File: src/rtl/fetch_queue.sv
// fetch_queue: instruction-fetch stage sitting just after the PC register.
// It owns the fetch address and issues pipelined reads to instruction memory.
// Returned words are buffered in order, together with their addresses, for decode.
// Responses to requests issued before a redirect are counted and thrown away.
module fetch_queue #(
    parameter int                 ADDR_W   = 32,
    parameter int                 DEPTH    = 4,
    parameter logic [ADDR_W-1:0]  RESET_PC = '0
) (
    input  logic              clk,
    input  logic              reset,
    input  logic [ADDR_W-1:0] pc_in,
    input  logic              redirect,
    output logic              mem_req,
    output logic [ADDR_W-1:0] mem_addr,
    input  logic              mem_ready,
    input  logic              mem_rvalid,
    input  logic [ADDR_W-1:0] mem_rdata,
    output logic              inst_valid,
    output logic [ADDR_W-1:0] inst_out,
    output logic [ADDR_W-1:0] inst_pc,
    input  logic              inst_ready
);

    localparam int PW = (DEPTH > 1) ? $clog2(DEPTH) : 1;
    localparam int CW = PW + 1;
    localparam logic [CW:0]       DEPTH_C = (CW+1)'(DEPTH);
    localparam logic [ADDR_W-1:0] STEP    = ADDR_W'(4);

    logic [ADDR_W-1:0] data_q [DEPTH];
    logic [ADDR_W-1:0] pc_q   [DEPTH];
    logic [PW-1:0]     head;
    logic [PW-1:0]     tail;
    logic [CW-1:0]     count;
    logic [CW-1:0]     outstanding;
    logic [CW-1:0]     drop_cnt;
    logic [ADDR_W-1:0] fetch_pc;
    logic [ADDR_W-1:0] resp_pc;

    logic [CW:0] occupancy;
    logic        accept;
    logic        rsp;
    logic        push;
    logic        pop;

    assign occupancy = {1'b0, count} + {1'b0, outstanding};

    // A request is only offered while a queue slot is guaranteed for its response.
    assign mem_req  = !reset && !redirect && (occupancy < DEPTH_C);
    assign mem_addr = fetch_pc;
    assign accept   = mem_req && mem_ready;

    // A response with nothing in flight is a leftover from before a reset, so it is ignored.
    assign rsp  = mem_rvalid && (outstanding != '0);
    assign push = rsp && !redirect && (drop_cnt == '0);
    assign pop  = inst_valid && inst_ready;

    assign inst_valid = (count != '0);
    assign inst_out   = inst_valid ? data_q[head] : '0;
    assign inst_pc    = inst_valid ? pc_q[head]   : '0;

    // Control state: fetch address, response address, queue pointers and the credit counters.
    always_ff @(posedge clk) begin
        if (reset) begin
            fetch_pc    <= RESET_PC;
            resp_pc     <= RESET_PC;
            head        <= '0;
            tail        <= '0;
            count       <= '0;
            outstanding <= '0;
            drop_cnt    <= '0;
        end else if (redirect) begin
            fetch_pc    <= pc_in;
            resp_pc     <= pc_in;
            head        <= '0;
            tail        <= '0;
            count       <= '0;
            outstanding <= outstanding - CW'(rsp);
            drop_cnt    <= outstanding - CW'(rsp);
        end else begin
            if (accept) begin
                fetch_pc <= fetch_pc + STEP;
            end
            outstanding <= outstanding + CW'(accept) - CW'(rsp);
            if (rsp && (drop_cnt != '0)) begin
                drop_cnt <= drop_cnt - CW'(1);
            end
            if (push) begin
                tail    <= tail + PW'(1);
                resp_pc <= resp_pc + STEP;
            end
            if (pop) begin
                head <= head + PW'(1);
            end
            count <= count + CW'(push) - CW'(pop);
        end
    end

    // Queue storage; contents past the tail are don't-care, so no reset is needed here.
    always_ff @(posedge clk) begin
        if (!reset && push) begin
            data_q[tail] <= mem_rdata;
            pc_q[tail]   <= resp_pc;
        end
    end

endmodule

File: config.mk
export PLATFORM = sky130hd
export DESIGN_NAME = fetch_queue
export DESIGN_NICKNAME = d
export VERILOG_FILES = /design/src/rtl/fetch_queue.sv
export SDC_FILE = /design/constraint.sdc
export NUM_CORES = 1
export LEC_CHECK = 0
export ABC_AREA = 1
export BUFFER_PORTS_ARGS = -buffer_cell sky130_fd_sc_hd__buf_2
export CELL_PAD_IN_SITES_DETAIL_PLACEMENT = 1
export CELL_PAD_IN_SITES_GLOBAL_PLACEMENT = 2
export CORE_UTILIZATION = 38
export CTS_BUF_LIST = sky130_fd_sc_hd__clkbuf_2 sky130_fd_sc_hd__clkbuf_4 sky130_fd_sc_hd__clkbuf_8
export DETAILED_ROUTE_END_ITERATION = 16
export GPL_ROUTABILITY_DRIVEN = 0
export PLACE_DENSITY_LB_ADDON = 0.3
export SYNTH_ARGS = -nofsm -noshare
export SYNTH_HDL_FRONTEND = slang
export SYNTH_SLANG_ARGS = --single-unit
File: constraint.sdc
create_clock -name clk -period 5.9 [get_ports clk]
set_input_delay 1.18 -clock clk [delete_from_list [all_inputs] [get_ports clk]]
set_output_delay 1.18 -clock clk [all_outputs]
set_load 0.05 [all_outputs]
* Word level (Yosys, flattened, before mapping)
Memories as Yosys holds them, arrays and structs flattened. A register that Yosys moved wholly into a read port is not among the register bits.
Index checks and enable logic that the tools add are counted.
** Storage, ports and cells
- Flip-flop bits (word level) :: 77
- Memory bits (writable) :: 256
- Input port bits :: 70
- Output and inout port bits :: 98
- Word-level logic and storage cells :: 55
- Memories :: 2
** Memory list
- data_q :: words 4, bits a word 32, rd ports 1, clocked after memory_dff 1, write ports 1, line 30 : logic [ADDR_W-1:0] data_q [DEPTH];
- pc_q :: words 4, bits a word 32, rd ports 1, clocked after memory_dff 1, write ports 1, line 31 : logic [ADDR_W-1:0] pc_q [DEPTH];
** Operators by class
- Add/subtract/negate cells :: 11
- Magnitude comparators :: 1
- Muxes and demuxes :: 15
- Reduce and logical (&&, ||, !) cells :: 19
** Operator list (count)
- 32-bit 2-to-1 mux :: 6
- 32-bit by 3-bit adder with 32-bit output, second input constant :: 2
- 1-bit logical AND :: 9
- 3-bit 2-to-1 mux :: 3
- 3-bit nonzero test :: 3
- 3-bit by 1-bit subtractor with 3-bit output :: 3
- 2-bit 2-to-1 mux :: 4
- 3-bit by 1-bit adder with 3-bit output :: 2
- 2-bit nonzero test :: 3
- 2-bit by 1-bit adder with 2-bit output, second input constant :: 2
- 3-bit by 3-bit adder with 4-bit output :: 1
- 4-bit by 3-bit < comparator with 1-bit output, second input constant :: 1
- 3-bit logical NOT :: 1
- 3-bit by 1-bit subtractor with 3-bit output, second input constant :: 1
- 1-bit logical NOT :: 2
- 1-bit 2-to-1 mux :: 2
- 2-bit OR reduction :: 1

* Longest topological paths before layout
- Depth in word-level cells :: 7
- Mapped depth :: 15
- Depth with buffers taken out :: 13

* Worst setup path after synthesis
OpenSTA, ideal clock, no wires.
- Kind :: input to register
- Start point :: in redirect
- End point :: mem data_q[0][0], enable pin
- Setup time :: 0.486 ns
- Arrival time :: 4.582 ns
- Data required time :: 5.414 ns
- Slack :: 0.831 ns
- Stages on the path :: 6
- Buffers on the path :: 1
- Cell sequence :: buf_6 nor2_1 nand3_1 nor2_2 inv_1 nor2_1
** Between the ends
- Longest elaborated chain between the ends :: 6
** RTL lines
- start: declaration :: line 13 : input logic redirect,
- 1-bit logical NOT :: line 55 : assign push = rsp && !redirect && (drop_cnt == '0);
- 1-bit logical AND (2 in series) :: line 55
- 1-bit logical AND :: line 101 : if (!reset && push) begin
- 1-bit 2-to-1 mux :: line 101
- 1-bit 2-to-1 mux (not written as such) :: line 102 : data_q[tail] <= mem_rdata;
- end: declaration :: line 30
No other way between the ends.

==> summary.md <==
| Metric | Value |
|---|---|
| Switching Power | 1.54 mW |
| Filler instances | ~4500 |
| CTS Buffer Depth | 3 |
| Synth warn | 0 |
| Post-synth cell types | 36 |
| IO Port Bufs | roughly 170 |
| Worst slew margin | 0.322 |
| Worst Clk Skew | just over 0.02 ns |
| Kind of critical path | flip-flop to output pin |
| Fin. max-slew vios | 0 |
| DRT iter0 DRCs | 468 |
| Required @ worst endpoint | about 4.7 ns |
| Final setup viols | 0 |
| Initial core utilization | 0.387 |
| Avg Inst Size Synth | between 9 and 10 µm² |
| Worst Tran Pin Value | 1.02 ns |
| Routed via count | between 10000 and 15000 |
| Worst hold path type | flip-flop to flip-flop |
| Top cells by area, synth | edfxtp_1, dfxtp_1, nor2_1, o21ai_0, nand2_1 |
| Post-Synth Adder-Cell Area | 0.0160 |
| Synth Cell Area | approximately 0.015 mm² |
| Compound-gate portion of the synthesized area | 0.110 |
| Chip Width | approximately 200 µm |
| Clock share of power | 0.396 |
| Worst endpoint data arrival time | between 3 and 4 ns |
| # Post-CTS Setup Buffers | 0 |
| DRC Markers | 0 |
| Net Sw Frac | 0.276 |
| Area of the multi-input gates | about 0.005 mm² |
| Post-synth top area share | 0.512 |
| Logic pwr share | 0.118 |
| Boundary Pins | 168 |
| Routed wire length | roughly 42000 µm |
| N_diodes | 0 |
| Clock buffer count from CTS | between 50 and 60 |
| Final hold violation count | 0 |
| Mux cell area share after synthesis | 0 |
| First-pass GRT wire length | between 60000 and 70000 µm |
| P_int | between 4 and 5 mW |
| Syn_nets | 1691 |
| H-tree depth | 2 |
| Max Freq | between 200 and 250 MHz |
| Minimum clock period | 4.33 ns |
| Largest family of logic cells by synthesized area | simple AND/OR/NAND/NOR gates |
| Peak supply drop | 0.117 mV |
| Post-DP HPWL | between 20000 and 30000 µm |
| Synth area leader | edfxtp_1 |
| Post-Syn Instances | between 1500 and 2000 |
| Nets@finish | between 1500 and 2000 |
| Share of cells above drive strength 1 | 0.169 |
| Post-synth EDFFs | 256 |
| Die Footprint | between 0.04 and 0.05 mm² |
| Clk slew on worst S/H paths | around 0.060 ns |
| Register area share after synthesis | 0.618 |
| P_leak | ~7 nW |
| PD cells | roughly 320 mW/mm² |
| Per-cell routed wire length | 18.0 µm |
| Clk root buf | clkbuf_8 |
| CP endpoint kind | output pin |
| Startpoint class of the critical path | flip-flop |
| Max FO, Critical Path | just under 60 |
| Max-Cap Viols | 0 |
| Reg power frac | 0.486 |
| First drt pass iteration count | 4 |
| Synth Area in XOR/XNOR | 0.00584 |
| Largest net degree at the start of global routing | 89 |
| Global-route usage over all layers | 0.211 |
| Period utilization | 0.733 |
| Resized Gates After CTS | 0 |
| Vias in the first global route | between 10000 and 15000 |
| Clock Sinks | 335 |
| RSZ-0062 raised after global routing | no |
| CTS tree | yes |
| Die Ht | roughly 200 µm |
| Setup TNS | 0 ns |
| Worst-Skew Late Latency | roughly 0.60 ns |
| Syn-to-layout area delta | 16.9% |
| Row cnt | 72 |
| Hold WS | 0.471 ns |
| Seq. cell area | between 0.009 and 0.01 mm² |
| Vias per cell | between 5 and 6 |
| Core ar. | roughly 0.039 mm² |
| Final global-route overflow total | 0 |
| Initial antenna violation count | 0 |
| Predominant post-synthesis flop cell | edfxtp_1 |
| Synthesized flop and latch total | roughly 340 |
| # hold bufs at CTS | 0 |
| Outcome | finished clean |
| FFs w/ async S/R, synth | 0 |
| Antenna-violating nets left | 0 |
| Post-Synth Simple-Gate Area | 0.194 |
[worst max-delay path, stage by stage, from the launching register on]
cell and delay, ns:
dfxtp_4 0.49, inv_2 0.73, buf_4 0.44, o21ai_0 0.17
a21oi_1 0.34, buf_2 0.34
[synthesized netlist by cell type, drive strengths merged (7+ instances only)]
master / count
nand3: 89
nor2: 348
ha: 16
nand4: 14
nand2: 244
buf: 27
nor3: 7
a21oi: 121
o21ai: 193
clkbuf: 44
inv: 135
edfxtp: 256
dfxtp: 79
[cell usage in the layout, fill, tap and decap left out, drive strengths merged, types with 22 or more instances in the layout]
| master | n |
|---|---|
| a21oi | 121 |
| buf | 182 |
| clkbuf | 77 |
| clkinv | 22 |
| dfxtp | 79 |
| edfxtp | 256 |
| inv | 137 |
| nand2 | 244 |
| nand3 | 89 |
| nor2 | 348 |
| o21ai | 193 |
[stage by stage]
stage	power (mW)	util	setup slack [ns]	cell area (µm²)	std cells
after floorplan	3.20	-	0.831	15000	1603
after global routing	5.80	0.452	1.31	17500	2337
after detailed placement	3.41	0.421	1.61	16300	2232
after global placement	3.40	0.421	1.64	16300	2232
after CTS	5.62	0.452	1.49	17500	2337
final	5.56	0.452	1.57	17500	2337
[per-layer routing]
metal / wire [µm] / global-route usage
met3: 1550 / 0.0318
met2: 20400 / 0.360
met5: 0 / 0
met4: 739 / 0.0534
met1: 19400 / 0.282
[registers in the layout, summed over array words and instances, names as in the netlist, 3 cells and up, named ones only]
signal and cells:
drop_cnt 3, outstanding 3, pc_q 128, resp_pc 32
count 3, mem_addr 32, data_q 128
[cells by family (layout without fill, tap and decap cells)]
family          after synthesis  after routing
buf+inv                     207            423
simple gates                708            708
flops                       335            335
fa+ha+maj                    18             18
compound gates              325            325
xor+xnor                     10             10
[power groups by stage]
stage	Combinational, mW	Clock (mW)	Sequential (mW)
after floorplan	0.427	0	2.77
after global placement	0.652	0	2.75
after detailed placement	0.663	0	2.75
after CTS	0.667	2.25	2.70
after global routing	0.727	2.36	2.71
final	0.656	2.20	2.70
[cell type report]
class	count	area share
Sequential cell	335	0.529
Multi-Input combinational cell	1061	0.281
Clock buffer	77	0.0551
Timing Repair Buffer	182	0.0548
Tap cell	518	0.0370
Inverter	136	0.0298
Clock inverter	28	0.0138
[worst paths after layout]
kind | from | to | slack (ns) | depth (start not counted)
worst max register to register | drop_cnt[0]$_SDFFE_PP0P_ | data_q[3][9]$_DFFE_PP_ | 2.78 | 10
worst min-delay path | head[1]$_SDFFE_PP0P_ | flip-flop | 0.47 | 2
worst max-delay path | flip-flop | inst_pc[13] | 1.57 | 5
worst min register to register | head[1]$_SDFFE_PP0P_ | flip-flop | 0.47 | 2
Power figures use the tool's default switching activity.
